**config.mk**
```make
export PLATFORM = sky130hd
export DESIGN_NAME = snes_pad_reader
export DESIGN_NICKNAME = d
export VERILOG_FILES = /design/src/rtl/snes_pad_reader.sv
export SDC_FILE = /design/constraint.sdc
export NUM_CORES = 1
export LEC_CHECK = 0
export ABC_AREA = 1
export CORE_ASPECT_RATIO = 0.6
export CORE_MARGIN = 4
export CORE_UTILIZATION = 45
export CTS_BUF_LIST = sky130_fd_sc_hd__clkbuf_8
export DETAILED_ROUTE_END_ITERATION = 6
export GPL_TIMING_DRIVEN = 0
export MAX_ROUTING_LAYER = met4
export PLACE_DENSITY = 0.72
export SLEW_MARGIN = 20
export SYNTH_ARGS = -nofsm -noshare
export SYNTH_HDL_FRONTEND = slang
export SYNTH_SLANG_ARGS = --single-unit
```
**constraint.sdc**
```tcl
create_clock -name clk -period 1.9 [get_ports clk]
set_input_delay 0.38 -clock clk [delete_from_list [all_inputs] [get_ports clk]]
set_output_delay 0.38 -clock clk [all_outputs]
set_load 0.02 [all_outputs]
```
**src/rtl/snes_pad_reader.sv**
```systemverilog
// -----------------------------------------------------------------------------
// snes_pad_reader
//
// Polls an SNES gamepad over its latch / clock / serial-data interface at a
// fixed rate, decodes the 12 button bits and produces the 4-bit button code
// consumed by the Tetris grid controller (0 = none, 1..12 = serial bit + 1,
// lowest bit index wins when several buttons are held).
//
// Each poll: latch pulse (2H), gap (H), 16 bits shifted with H-cycle low and
// high phases, then one decode cycle. Outputs update 35H+1 cycles after the
// poll starts, together with poll_done. H = HALF_PERIOD.
//
// Optional build macro:
//   PAD_AUTOREPEAT_EN  controller_out becomes a one-cycle pulse (coincident
//                      with poll_done) on a new code, and again after
//                      REPEAT_DELAY polls and then every REPEAT_RATE polls
//                      while the same code is held. Undefined: controller_out
//                      is a level that holds the last decoded code.
//
// Ports:
//   clk             system clock
//   reset           synchronous, active-high
//   pad_data        serial data from pad, active-low (0 = pressed)
//   pad_latch       latch pulse to pad, active-high, registered
//   pad_clk         pad shift clock, idles high, registered
//   controller_out  button code to the grid controller
//   buttons         pressed vector, active-high, bit i = serial bit i
//   poll_done       one-cycle pulse when buttons/controller_out update
// -----------------------------------------------------------------------------
module snes_pad_reader #(
    parameter int HALF_PERIOD  = 300,
    parameter int POLL_PERIOD  = 833333,
    parameter int REPEAT_DELAY = 15,
    parameter int REPEAT_RATE  = 4
) (
    input  logic        clk,
    input  logic        reset,
    input  logic        pad_data,
    output logic        pad_latch,
    output logic        pad_clk,
    output logic [3:0]  controller_out,
    output logic [11:0] buttons,
    output logic        poll_done
);

    localparam logic [2:0] IDLE   = 3'd0;
    localparam logic [2:0] LATCH  = 3'd1;
    localparam logic [2:0] GAP    = 3'd2;
    localparam logic [2:0] CLK_LO = 3'd3;
    localparam logic [2:0] CLK_HI = 3'd4;
    localparam logic [2:0] DECODE = 3'd5;

    localparam int TMR_W  = $clog2(2 * HALF_PERIOD);
    localparam int POLL_W = $clog2(POLL_PERIOD);

    // Phase timers count down to zero, so load with length - 1.
    localparam logic [TMR_W-1:0]  LATCH_LOAD = TMR_W'(2 * HALF_PERIOD - 1);
    localparam logic [TMR_W-1:0]  HALF_LOAD  = TMR_W'(HALF_PERIOD - 1);
    localparam logic [POLL_W-1:0] POLL_LAST  = POLL_W'(POLL_PERIOD - 1);

    // A poll must finish before the next one starts, otherwise the start
    // condition (counter == 0) would be missed while the FSM is busy.
    if (HALF_PERIOD < 1 || POLL_PERIOD < 35 * HALF_PERIOD + 2 ||
        REPEAT_DELAY < 1 || REPEAT_RATE < 1) begin : g_bad_params
        $error("snes_pad_reader: illegal parameter combination");
    end

    logic [2:0]        state_reg;
    logic [POLL_W-1:0] poll_cnt_reg;
    logic [TMR_W-1:0]  timer_reg;
    logic [4:0]        bit_idx_reg;
    logic [11:0]       shift_reg;
    logic              pad_latch_reg;
    logic              pad_clk_reg;
    logic [11:0]       buttons_reg;
    logic              poll_done_reg;

    // ------------------------------------------------------------------
    // Poll sequencer
    // ------------------------------------------------------------------
    always_ff @(posedge clk) begin
        if (reset) begin
            state_reg     <= IDLE;
            poll_cnt_reg  <= '0;
            timer_reg     <= '0;
            bit_idx_reg   <= '0;
            shift_reg     <= '0;
            pad_latch_reg <= 1'b0;
            pad_clk_reg   <= 1'b1;
            buttons_reg   <= '0;
            poll_done_reg <= 1'b0;
        end else begin
            poll_done_reg <= 1'b0;

            if (poll_cnt_reg == POLL_LAST) begin
                poll_cnt_reg <= '0;
            end else begin
                poll_cnt_reg <= poll_cnt_reg + POLL_W'(1);
            end

            case (state_reg)
                IDLE: begin
                    bit_idx_reg <= '0;
                    if (poll_cnt_reg == '0) begin
                        state_reg     <= LATCH;
                        timer_reg     <= LATCH_LOAD;
                        pad_latch_reg <= 1'b1;
                    end
                end

                LATCH: begin
                    if (timer_reg == '0) begin
                        state_reg     <= GAP;
                        timer_reg     <= HALF_LOAD;
                        pad_latch_reg <= 1'b0;
                    end else begin
                        timer_reg <= timer_reg - TMR_W'(1);
                    end
                end

                // Leaving GAP or CLK_HI samples the bit the pad is currently
                // presenting and starts the next low phase. Once all 16
                // rising edges have been issued, go decode instead.
                GAP, CLK_HI: begin
                    if (timer_reg != '0) begin
                        timer_reg <= timer_reg - TMR_W'(1);
                    end else if (bit_idx_reg == 5'd16) begin
                        state_reg <= DECODE;
                    end else begin
                        // Bit 0 enters at the top and ends up at [0] after
                        // 12 shifts; bits 12..15 are clocked out but ignored.
                        if (bit_idx_reg < 5'd12) begin
                            shift_reg <= {~pad_data, shift_reg[11:1]};
                        end
                        pad_clk_reg <= 1'b0;
                        timer_reg   <= HALF_LOAD;
                        state_reg   <= CLK_LO;
                    end
                end

                CLK_LO: begin
                    if (timer_reg == '0) begin
                        state_reg   <= CLK_HI;
                        timer_reg   <= HALF_LOAD;
                        pad_clk_reg <= 1'b1;
                        bit_idx_reg <= bit_idx_reg + 5'd1;
                    end else begin
                        timer_reg <= timer_reg - TMR_W'(1);
                    end
                end

                DECODE: begin
                    state_reg     <= IDLE;
                    buttons_reg   <= shift_reg;
                    poll_done_reg <= 1'b1;
                end

                default: begin
                    state_reg     <= IDLE;
                    pad_latch_reg <= 1'b0;
                    pad_clk_reg   <= 1'b1;
                end
            endcase
        end
    end

    // ------------------------------------------------------------------
    // Priority encoder: lowest pressed bit i gives code i + 1
    // ------------------------------------------------------------------
    logic [11:0] first_set;
    logic [3:0]  decoded_code;

    for (genvar gi = 0; gi < 12; gi++) begin : g_prio
        if (gi == 0) begin : g_lsb
            assign first_set[gi] = shift_reg[gi];
        end else begin : g_upper
            assign first_set[gi] = shift_reg[gi] & ~(|shift_reg[gi-1:0]);
        end
    end

    // first_set is one-hot or zero, so OR-ing the candidate codes is exact.
    always_comb begin
        decoded_code = '0;
        for (int i = 0; i < 12; i++) begin
            if (first_set[i]) begin
                decoded_code = decoded_code | 4'(i + 1);
            end
        end
    end

    // ------------------------------------------------------------------
    // controller_out: level or auto-repeat pulse
    // ------------------------------------------------------------------
`ifdef PAD_AUTOREPEAT_EN
    localparam int REP_MAX = (REPEAT_DELAY > REPEAT_RATE) ? REPEAT_DELAY : REPEAT_RATE;
    localparam int REP_W   = $clog2(REP_MAX + 1);

    logic [3:0]       prev_code_reg;
    logic [REP_W-1:0] rep_cnt_reg;
    logic [3:0]       pulse_reg;

    // rep_cnt_reg counts down the polls remaining until the next repeat;
    // it is reloaded with REPEAT_DELAY on a fresh press and REPEAT_RATE
    // after every repeat.
    always_ff @(posedge clk) begin
        if (reset) begin
            prev_code_reg <= '0;
            rep_cnt_reg   <= '0;
            pulse_reg     <= '0;
        end else begin
            pulse_reg <= '0;
            if (state_reg == DECODE) begin
                prev_code_reg <= decoded_code;
                if (decoded_code == '0) begin
                    rep_cnt_reg <= REP_W'(REPEAT_DELAY);
                end else if (decoded_code != prev_code_reg) begin
                    pulse_reg   <= decoded_code;
                    rep_cnt_reg <= REP_W'(REPEAT_DELAY);
                end else if (rep_cnt_reg == REP_W'(1)) begin
                    pulse_reg   <= decoded_code;
                    rep_cnt_reg <= REP_W'(REPEAT_RATE);
                end else begin
                    rep_cnt_reg <= rep_cnt_reg - REP_W'(1);
                end
            end
        end
    end

    assign controller_out = pulse_reg;
`else
    logic [3:0] code_reg;

    always_ff @(posedge clk) begin
        if (reset) begin
            code_reg <= '0;
        end else if (state_reg == DECODE) begin
            code_reg <= decoded_code;
        end
    end

    assign controller_out = code_reg;
`endif

    assign pad_latch = pad_latch_reg;
    assign pad_clk   = pad_clk_reg;
    assign buttons   = buttons_reg;
    assign poll_done = poll_done_reg;

endmodule

```
==> impl_metrics.yaml <==
sta:
  hold_viol_final: 0
  finalSetupViolations: 0
  clock_skew_ns: 0.0106
  tightestPinTransition_ns: 0.550
  rsz0062_at_grt: "false"
  fin_crit_sh_pct: 92.5
  fmax_mhz: 569
  max_slew_margin_pct: 63.3
  layout_min_cycle_time_ns: 1.76
  slew_violations: 0
  worst_slack_ns: 0.143
global_routing:
  grt_pass1_vias: 2915
  grt_max_degree: 13
  track_usage_pct: 19.8
  antenna_found_initial: 0
  grt-ovfl-total: 0
  grt_pass1_wl_um: 14300
power:
  clkPwrFrac_pct: 23.1
  swShare_pct: 40.7
  intPower_mw: 2.87
  irDropWorstVdd_v: 0.000482
  p_leak_nw: 1.63
  p_sw_mw: 1.97
  comb_power_share_pct: 38.6
  seqPwrFrac_pct: 38.3
  powerDensity_mw_per_mm2: 1200
worst_setup_path:
  crit_buf_inv: 2
  critical-path-max-stage-delay_ns: 0.32
  endpoint_kind: "register"
  start_kind: "register"
  critPathKind: "register to register"
  path_cells: "inv_1, ha_1, inv_1, nor2_2, nand3_1, nor2_4, nand2_2, nand3_4, nand2_1, a21oi_1"
  cp_max_fo: 10
  slowest_stage: "dfxtp_1"
  crit_family: "simple AND/OR/NAND/NOR gates"
  r2r_slack_ns: 0.14
  arrival_ns: 2.03
  cpMostUsedCell: "inv_1"
  worstPathRequired_ns: 2.17
clock_tree:
  cts_tree: "yes"
  ctsHoldBuffers: 0
  cts-htree-levels: 3
  cts_max_path_buffers: 2
  clkTransAtPathRegs_ns: 0.07
  clock_sinks: 69
  clock_latency_ns: 0.36
  clockRootBuffer: "clkbuf_8"
  cts_made_buffers: 9
yosys:
  ys.warnings.count: 0
  synth_area_leaders: "dfxtp_1 (40%), nand2_1 (11%), nor2_1 (8.0%)"
  ys_seq_elements: 69
  yosysTopAreaCellShare_pct: 39.6
  syn-mean-instance-area_um2: 7.03
  synth_nets: 506
  ys_types: 36
  yosys_most_used_dff: "dfxtp_1"
  synth_edf_count: 0
  synth_cells: 497
  netlist_area_mm2: 0.00349
  synth_seq_area_share_pct: 39.6
  yosysTopAreaCell: "dfxtp_1"
  synthArstFlopShare_pct: 0
die:
  num_rows: 24
  pin_count: 22
  initial_core_util_pct: 47.3
  die_y_um: 76.2
  core-area_mm2: 0.00739
  die_area_mm2: 0.00928
  dieWidth_um: 122
cells_and_area:
  drive_gt1_share_pct: 12.9
  layout.nets: 540
  largest_reg_flops: 20
  diodes: 0
  areaGrowthSynthToFinish_pct: 15.9
  utilization_pct: 54.8
routing:
  drt_iter0_drc: 386
  wl_per_cell_um: 13.2
  drc: 0
  viasPerCell: 5.10
  dr.pass1.iters: 5
  ant_nets: 0
  num_vias: 3264
  routed_wl_um: 8430
place:
  dp_slack_ns: -0.171
  gp_congestion: 0.910
  dpl.hpwl_um: 6390
  port-buffer-count: 21
outcome:
  outcome: "finished, final reports clean"
hold_path:
  min_path_type: "register to register"
flow_run:
  maxCapViolCount: 0
[stage by stage]
stage | power [mW] | TNS [ns] | hold slack, ns | area (um2) | instances
CTS | 4.81 | 0 | 0.481 | 4020 | 638
floorplan | 3.20 | 0 | 0.455 | 3490 | 497
global placement | 3.63 | -2.58 | 0.460 | 3830 | 622
finish | 4.85 | 0 | 0.481 | 4050 | 640
detailed placement | 3.67 | -1.88 | 0.462 | 3830 | 622
global route | 5.21 | 0 | 0.495 | 4050 | 640
[layout make-up]
type	instances	area (um2)
multi-input cells	358	1850
repair buffers	23	225
inverters	61	229
well taps	104	130
clock inverters	5	33.8
flip-flops and latches	69	1380
plain buffers	9	48.8
fillers	733	3340
clock buffers	11	151
[synthesized netlist by cell type, types with 2 or more instances]
cell and number:
a31oi_1 2, xnor2_1 4, ha_1 6, o21ai_2 2
nor2_4 3, inv_1 54, nand3b_1 4, a211oi_1 2
nor2_2 9, o21ai_0 25, inv_2 7, nor3_1 6
nand4_1 10, o21ai_1 9, dfxtp_1 69, a21oi_2 7
nand2_2 6, nand3_2 2, nor2_1 74, clkbuf_1 4
xor2_1 8, buf_2 3, nand3_1 31, a21oi_1 38
nand2_1 100, nand2_4 2
[timing repair]
action	in CTS	in global routing
endpoints found under the setup margin	0	21
setup buffers	0	2
resized for setup	0	4
[cells by family (layout without fill, tap and decap cells)]
family	Yosys count	in the layout	share of synthesized area, %
AO/OA/AOI/OAI	88	88	14.2
XOR/XNOR	12	12	3.01
adder cells (fa/ha/maj)	6	6	2.15
buffers and inverters	70	109	7.95
flip-flops	69	69	39.6
AND/OR/NAND/NOR	252	252	33.2
[worst reg2reg max path, cell delays in order, from the launching register on]
cell     delay [ns]
dfxtp_1        0.32
inv_1          0.09
ha_1           0.14
inv_1          0.04
nor2_2         0.12
nand3_1        0.13
nor2_4         0.25
nand2_2        0.15
nand3_4        0.19
nand2_1        0.07
a21oi_1        0.18
[power groups by stage]
| stage | logic [mW] | registers (mW) | clock network (mW) |
|---|---|---|---|
| floorplan | 1.29 | 1.91 | 0 |
| global placement | 1.76 | 1.87 | 0 |
| detailed placement | 1.80 | 1.88 | 0 |
| CTS | 1.81 | 1.85 | 1.15 |
| global route | 2.11 | 1.89 | 1.22 |
| finish | 1.87 | 1.85 | 1.12 |
[per-layer routing]
metal / up-vias / share of wire, % / track usage (%)
li1: 1674 / - / -
met1: 1486 / 52 / 29.0
met2: 94 / 39 / 25.7
met3: 10 / 6.9 / 6.16
met4: 0 / 1.5 / 6.04
met5: - / 0 / -
[placed cells by master (no fill, tap or decap), drive strengths merged, types with 6 or more instances in the layout]
cell type,instances
nand2,108
nor2,86
dfxtp,69
inv,62
a21oi,45
o21ai,36
nand3,34
clkdlybuf4s50,21
clkbuf,15
nand4,10
xor2,8
nor3,8
buf,7
ha,6
[worst paths after layout]
| check | start | end | cells after the start |
|---|---|---|---|
| worst max-delay path | timer_reg[1] | timer_reg[8] | 10 |
| worst min-delay path | pad_latch | pad_latch | 2 |
| worst max register to register | timer_reg[1] | timer_reg[8] | 10 |
| worst min register to register | pad_latch | pad_latch | 2 |
(Power assumes the default switching activity.)
